<file path="src/rtl/array_serializer.sv">
// Purpose: snapshots a flattened NUM_ELEMS x ELEM_W array on start and streams it out as OUT_W-bit chunks.
// Latency: first beat is valid the cycle after start; one beat per cycle while out_ready is high.
// Backpressure: out_valid/out_data/out_last hold stable while out_ready is low; no beat is dropped.
//
// Ports:
//   clk, reset           rising-edge clock, synchronous active-high reset (reset beats start)
//   start, in_data       begin a frame and capture in_data (honoured only when idle)
//   out_data/out_valid/out_ready/out_last   chunk stream, element 0 LS chunk first
//   busy, done           frame in progress / one-cycle pulse after the final transfer
//
// Optional: define SER_CHECKSUM_EN to append one XOR-of-all-chunks beat to each frame.
module array_serializer #(
    parameter int NUM_ELEMS = 9,
    parameter int ELEM_W    = 18,
    parameter int OUT_W     = 8
) (
    input  logic                        clk,
    input  logic                        reset,
    input  logic                        start,
    input  logic [NUM_ELEMS*ELEM_W-1:0] in_data,
    output logic [OUT_W-1:0]            out_data,
    output logic                        out_valid,
    input  logic                        out_ready,
    output logic                        out_last,
    output logic                        busy,
    output logic                        done
);

    localparam int CHUNKS = (ELEM_W + OUT_W - 1) / OUT_W;
    localparam int IW     = (NUM_ELEMS > 1) ? $clog2(NUM_ELEMS) : 1;
    localparam int CW     = (CHUNKS > 1) ? $clog2(CHUNKS) : 1;
    localparam int PW     = CHUNKS * OUT_W;

`ifdef SER_CHECKSUM_EN
    typedef enum logic [1:0] {IDLE, SEND, CSUM, FIN} state_t;
`else
    typedef enum logic [1:0] {IDLE, SEND, FIN} state_t;
`endif

    state_t                      state_q;
    state_t                      state_d;
    logic [NUM_ELEMS*ELEM_W-1:0] snapshot;
    logic [IW-1:0]               elem_idx;
    logic [CW-1:0]               chunk_idx;
    logic [PW-1:0]               elem_pad;
    logic [OUT_W-1:0]            cur_chunk;
    logic                        last_data;
    logic                        take_start;
    logic                        data_xfer;

    assign take_start = (state_q == IDLE) && start;
    assign data_xfer  = (state_q == SEND) && out_ready;
    assign last_data  = (elem_idx == IW'(NUM_ELEMS - 1)) && (chunk_idx == CW'(CHUNKS - 1));

    // Widen the selected element to a whole number of chunks so the top
    // chunk comes out zero-padded when ELEM_W is not a multiple of OUT_W.
    always_comb begin
        elem_pad                = '0;
        elem_pad[ELEM_W-1:0]    = snapshot[int'(elem_idx) * ELEM_W +: ELEM_W];
        cur_chunk               = elem_pad[int'(chunk_idx) * OUT_W +: OUT_W];
    end

    // Snapshot only changes on an accepted start, so in-flight frames are immune
    // to later in_data changes. It is never read outside SEND, so no reset needed.
    always_ff @(posedge clk) begin
        if (take_start && !reset) begin
            snapshot <= in_data;
        end
    end

    always_ff @(posedge clk) begin
        if (reset) begin
            state_q   <= IDLE;
            elem_idx  <= '0;
            chunk_idx <= '0;
        end else begin
            state_q <= state_d;
            if (take_start) begin
                elem_idx  <= '0;
                chunk_idx <= '0;
            end else if (data_xfer) begin
                if (last_data) begin
                    elem_idx  <= '0;
                    chunk_idx <= '0;
                end else if (chunk_idx == CW'(CHUNKS - 1)) begin
                    chunk_idx <= '0;
                    elem_idx  <= elem_idx + IW'(1);
                end else begin
                    chunk_idx <= chunk_idx + CW'(1);
                end
            end
        end
    end

`ifdef SER_CHECKSUM_EN
    logic [OUT_W-1:0] csum_q;

    always_ff @(posedge clk) begin
        if (reset || take_start) begin
            csum_q <= '0;
        end else if (data_xfer) begin
            csum_q <= csum_q ^ cur_chunk;
        end
    end
`endif

    always_comb begin
        state_d   = state_q;
        out_data  = '0;
        out_valid = 1'b0;
        out_last  = 1'b0;
        busy      = 1'b1;
        done      = 1'b0;
        case (state_q)
            IDLE: begin
                busy = 1'b0;
                if (start) begin
                    state_d = SEND;
                end
            end
            SEND: begin
                out_valid = 1'b1;
                out_data  = cur_chunk;
`ifdef SER_CHECKSUM_EN
                if (out_ready && last_data) begin
                    state_d = CSUM;
                end
`else
                out_last = last_data;
                if (out_ready && last_data) begin
                    state_d = FIN;
                end
`endif
            end
`ifdef SER_CHECKSUM_EN
            CSUM: begin
                out_valid = 1'b1;
                out_data  = csum_q;
                out_last  = 1'b1;
                if (out_ready) begin
                    state_d = FIN;
                end
            end
`endif
            FIN: begin
                done    = 1'b1;
                state_d = IDLE;
            end
            default: begin
                state_d = IDLE;
            end
        endcase
    end

endmodule

</file>
<file path="config.mk">
export PLATFORM = sky130hd
export DESIGN_NAME = array_serializer
export DESIGN_NICKNAME = d
export VERILOG_FILES = /design/src/rtl/array_serializer.sv
export SDC_FILE = /design/constraint.sdc
export NUM_CORES = 1
export LEC_CHECK = 0
export BUFFER_PORTS_ARGS = -buffer_cell sky130_fd_sc_hd__buf_2
export CAP_MARGIN = 0
export CORE_UTILIZATION = 40
export CTS_BUF_LIST = sky130_fd_sc_hd__clkbuf_8
export DETAILED_ROUTE_END_ITERATION = 16
export SLEW_MARGIN = 25
export SYNTH_ARGS = -nofsm -noshare
export SYNTH_HDL_FRONTEND = slang
export SYNTH_SLANG_ARGS = --single-unit
</file>
<file path="constraint.sdc">
create_clock -name clk -period 8.71 [get_ports clk]
set_input_delay 0.4355 -clock clk [delete_from_list [all_inputs] [get_ports clk]]
set_output_delay 0.4355 -clock clk [all_outputs]
set_load 0.05 [all_outputs]
</file>
# After elaboration in Yosys (flattened, before gate mapping)

Index checks and enable logic that the tools add are counted.
W data, S select, Z words.

Multiplexer cells: 12
Equality and inequality tests: 6
Reductions and logical operators: 11
Add/subtract/negate cells: 2
Bitwise operators: 0
Shift operators: 2
Order comparisons: 0
$mul: 1
Div/mod/pow operators: 0

Operator list:

| kind                  | count |
|---|---|
| $shiftx A162 B10 Y18  | 1 |
| $shiftx A24 B6 Y8     | 1 |
| $mul A4 B4 Y8 const B | 1 |
| $mux W2               | 4 |
| $mux W4               | 2 |
| $mux W8               | 1 |
| $logic_and A1 B1 Y1   | 5 |
| $add A4 B1 Y4 const B | 1 |
| $eq A2 B2 Y1 const B  | 2 |
| $eq A4 B4 Y1 const B  | 1 |
| $mux W1               | 4 |
| $pmux W2 S2           | 1 |
| $reduce_and A2 Y1     | 2 |
| $add A2 B1 Y2 const B | 1 |
| $eq A2 B1 Y1 const B  | 1 |
| $logic_not A2 Y1      | 1 |
| $ne A2 B1 Y1 const B  | 1 |
| $ne A2 B2 Y1 const B  | 1 |
| $reduce_bool A2 Y1    | 1 |
| $reduce_or A2 Y1      | 1 |
| $logic_not A1 Y1      | 1 |

RAM bits: 0
Output and inout port bits: 12
Flip-flop bits (word level): 170
Bits in latches: 0
Logic and storage cells: 38
Memories: 0
ROM bits: 0
Input port bits: 166

# Longest topological paths before layout

Word-level depth: 5
Mapped depth: 9
Gate-level depth less buffers: 7

# Least setup slack after synthesis

Ideal clock, no wire load.

Path kind: flip-flop to flip-flop
Start: register state_q[1]
End: register snapshot[0], enable pin
Setup slack: 0.749 ns
Clock period less this slack: 7.961 ns
Stages on the path, launching flop included: 4
Buffers on the path: 0
Required time: 8.022 ns
Library setup time: 0.688 ns
Arrival: 7.274 ns
Cells stage by stage: dfxtp_1 > nor2_1 > nand2_1 > nor2_1

Longest elaborated chain between the ends: 3

RTL lines:

| item                   | line | source |
|---|---|---|
| from (decl)            | 40   | `state_t state_q;` |
| from (signal assigned) | 77   | `state_q <= state_d;` |
| $logic_not A2 Y1       | 51   | `assign take_start = (state_q == IDLE) && start;` |
| $logic_and A1 B1 Y1    | 51   |  |
| $logic_and A1 B1 Y1    | 66   | `if (take_start && !reset) begin` |
| to (signal assigned)   | 67   | `snapshot <= in_data;` |
| to (decl)              | 42   | `logic [NUM_ELEMS*ELEM_W-1:0] snapshot;` |

No other way between the ends.
A chain may end at the register's enable or synchronous reset.

# Final worst setup path

Start: register elem_idx[1]
End: output port out_data[0]

Longest elaborated chain between the ends: 4

RTL lines:

| item                   | line | source |
|---|---|---|
| from (decl)            | 43   | `logic [IW-1:0] elem_idx;` |
| from (signal assigned) | 87   | `elem_idx <= elem_idx + IW'(1);` |
| $mul A4 B4 Y8          | 59   | `elem_pad[ELEM_W-1:0] = snapshot[int'(elem_idx) * ELEM_W +: ELEM_W];` |
| $shiftx A162 B10 Y18   | 59   |  |
| $shiftx A24 B6 Y8      | 60   | `cur_chunk = elem_pad[int'(chunk_idx) * OUT_W +: OUT_W];` |
| $mux W8                | 114  | `case (state_q)` |
| to (decl)              | 21   | `output logic [OUT_W-1:0] out_data,` |

No other way between the ends.

==> metrics.md <==
| Metric | Value |
|---|---|
| Status | finished, final reports clean |
| Share of layout cells above drive strength 1 | 42.7% |
| Required @ worst endpoint | between 8 and 9 ns |
| Overflow after GRT | 0 |
| Area of the multi-input gates | about 1600 µm² |
| Register area share after synthesis | 73.8% |
| Mapped Area | ~6800 µm² |
| Vias in the first global route | 4,187 |
| Worst path slowest cell | dfxtp_2 |
| Initial antenna violation count | 4 |
| Worst setup SP type | flop |
| MaxCap Viol Count | 0 |
| P_leak | 0.00292 µW |
| Cts hold-fix bufs | 0 |
| Port bufs | 177 |
| Seq cells post-synth | 170 |
| CP max FO | 31 |
| Post-route minimum period | 3.41 ns |
| Htree depth | 4 |
| Slew margin rel. | 45.2% |
| CTS tree | done |
| Layout area overhead | 21.5% |
| Library cells used by synthesis | 36 |
| Syn_area_per_cell | around 18 µm² |
| Largest net degree at the start of global routing | 91 |
| Slew Viols, Final | 0 |
| CP arrival | just under 3 ns |
| Final nets | approximately 730 |
| Cts bufs inserted | 17 |
| Drc violations | 0 |
| Root buffer cell | clkbuf_8 |
| Initial core utilization | 41.1% |
| RSZ-0062 raised after global routing | false |
| P per Cell Area | ~190 nW/µm² |
| Most frequent cells in the layout | buf_2 (177), edfxtp_1 (162), mux2i_1 (52) |
| Share of the synthesized area in the top cell type | between 70% and 80% |
| Filler cell count | around 1,500 |
| Die W | between 100 and 150 µm |
| Post-Synth XOR/XNOR Area | 0% |
| Boundary pin count | between 150 and 200 |
| Main area contributors after synthesis | edfxtp_1 (71%), mux2i_1 (7.6%), mux4_2 (4.0%) |
| Final setup violation count | 0 |
| Post-synthesis adder-cell area fraction | less than 1% |
| GPL Wtd Cong | approximately 0.85 |
| CP Capture Type | output port |
| Worst-Skew Late Latency | 0.45 ns |
| Synth Warn # | 0 |
| Via count | 4,001 |
| Die ar. | around 18,000 µm² |
| First-pass GRT wire length | 22.4 mm |
| Postcts setup bufs | 0 |
| Commonest non-fill, non-tap cell in the layout | buf_2 |
| Crit path cell chain | buf_4 > mux2i_1 > a22oi_1 > nand3_1 > a31o_1 > a21oi_1 > buf_2 |
| Fmax | roughly 290 MHz |
| Worst-Margin Slew | 0.822 ns |
| Clock buffer depth | 2 |
| Largest area contributor in the netlist | edfxtp_1 |
| DR pass1 iterations | 4 |
| Vias per Instance | approximately 5 |
| Fin. Hold Viols | 0 |
| Final HPWL from detailed placement | about 10 mm |
| Post-layout util | 49.9% |
| All-Layer GR Usage | between 10% and 20% |
| Worst Hold Class | input port to flop |
| VDD IR max | between 0.00009 and 0.0001 V |
| Die Ht | between 100 and 150 µm |
| Post-CTS sizing | 0 |
| DRT iter0 DRCs | ~180 |
| Cells after Synth | between 300 and 400 |
| Mux cell area share after synthesis | a little over an eighth |
| Drt total wl | between 10 and 15 mm |
| Reg area | a little over 5000 µm² |
| Clk sinks | 170 |
| Largest stage delay on the critical path | 0.81 ns |
| Clock skew | 0.0116 ns |
| Core ar. | 16,600 µm² |
| Worst setup path category | flop to output port |
| Synth Area in Simple Gates | 4.08% |
| Complex-gate fraction of the synthesized area | 5.69% |
| Routed len/inst | 18.3 µm |
| Row cnt | between 40 and 50 |
| Clock transition at path regs | around 0.09 ns |
| Period utilization | about two fifths |
| Largest family of logic cells by synthesized area | multiplexers |
| Post-route setup TNS | 0 ns |
| Final ANT Viol Nets | 0 |
| Post-synth net total | approximately 550 |
[critical path, delay by kind of cell (launching register included)]
family	cells	cell delay [ns]
flops	1	0.81
mux	1	0.16
simple gates	1	0.11
compound gates	3	0.61
buf+inv	2	0.81
[per-stage QoR]
step / cells / power [µW] / hold slack, ns / setup WS, ns / cell area (µm²)
floorplan: 381 / 1020 / 0.502 / 0.749 / 6810
global placement: 764 / 1070 / 0.550 / 5.74 / 7860
detailed placement: 764 / 1070 / 0.582 / 5.73 / 7860
CTS: 796 / 1630 / 0.126 / 5.20 / 8260
global route: 800 / 1670 / 0.118 / 5.09 / 8270
finish: 800 / 1610 / 0.154 / 5.30 / 8270
[flip-flops by register name (all words and copies together), names as in the netlist]
register / cells
snapshot: 162
chunk_idx: 2
elem_idx: 4
state_q: 2
[path summary, 6_finish.rpt]
| check | start | endpoint | slack, ns | cells past startpoint |
|---|---|---|---|---|
| worst min register to register | chunk_idx[1] | chunk_idx[1] | 0.59 | 2 |
| worst min-delay path | in_data[6] | snapshot[6] | 0.15 | 1 |
| worst max-delay path | elem_idx[1] | out_data[0] | 5.30 | 7 |
| worst max register to register | elem_idx[1] | elem_idx[0] | 6.51 | 8 |
[logic make-up after synthesis]
group,after synthesis
flip-flops,170
multiplexers,76
adder cells (fa/ha/maj),2
AND/OR/NAND/NOR,55
AO/OA/AOI/OAI,55
buffers and inverters,23
[area by class of cell]
| cell class | count | area share [%] |
|---|---|---|
| multi-input combinational | 188 | 19.6 |
| timing repair buffer | 181 | 11.1 |
| tap | 220 | 3.33 |
| clock buffer | 17 | 2.83 |
| antenna | 4 | 0.121 |
| inverter | 5 | 0.227 |
| clock inverter | 15 | 1.98 |
| sequential | 170 | 60.8 |
[cells in the mapped netlist]
cell type / count
mux4_2: 12
buf_2: 6
clkbuf_1: 1
nor4_1: 1
mux2_2: 12
nand3b_1: 1
buf_12: 2
nand4b_1: 1
or3_1: 6
o21ai_0: 5
nand3_1: 9
o21ai_1: 4
o22ai_1: 6
nor2_1: 11
o221ai_1: 6
nor3_1: 1
and3_1: 1
and2_1: 1
buf_4: 6
a21o_1: 1
o21bai_2: 6
mux2i_1: 52
ha_1: 2
a22oi_1: 12
nor2_4: 1
inv_1: 5
edfxtp_1: 162
nand2b_1: 3
a31oi_1: 1
a311oi_1: 1
a31o_1: 2
dfxtp_1: 8
buf_6: 3
a21oi_1: 11
nor2b_1: 5
nand2_1: 14
[metal layers]
metal	GRT usage, %	up-vias	part of all wire [%]
met5	0	-	0
met4	8.11	0	3.2
met3	4.37	26	5.0
met2	27.5	130	49
met1	21.7	1957	43
li1	-	1888	-
[report_power, final]
part,total [µW],internal [µW],switching [µW]
sequential,949,938,10.9
clock,556,260,296
combinational,106,44.3,61.9
total,1610,1240,369
No activity file was read; power rests on OpenSTA's default activity.
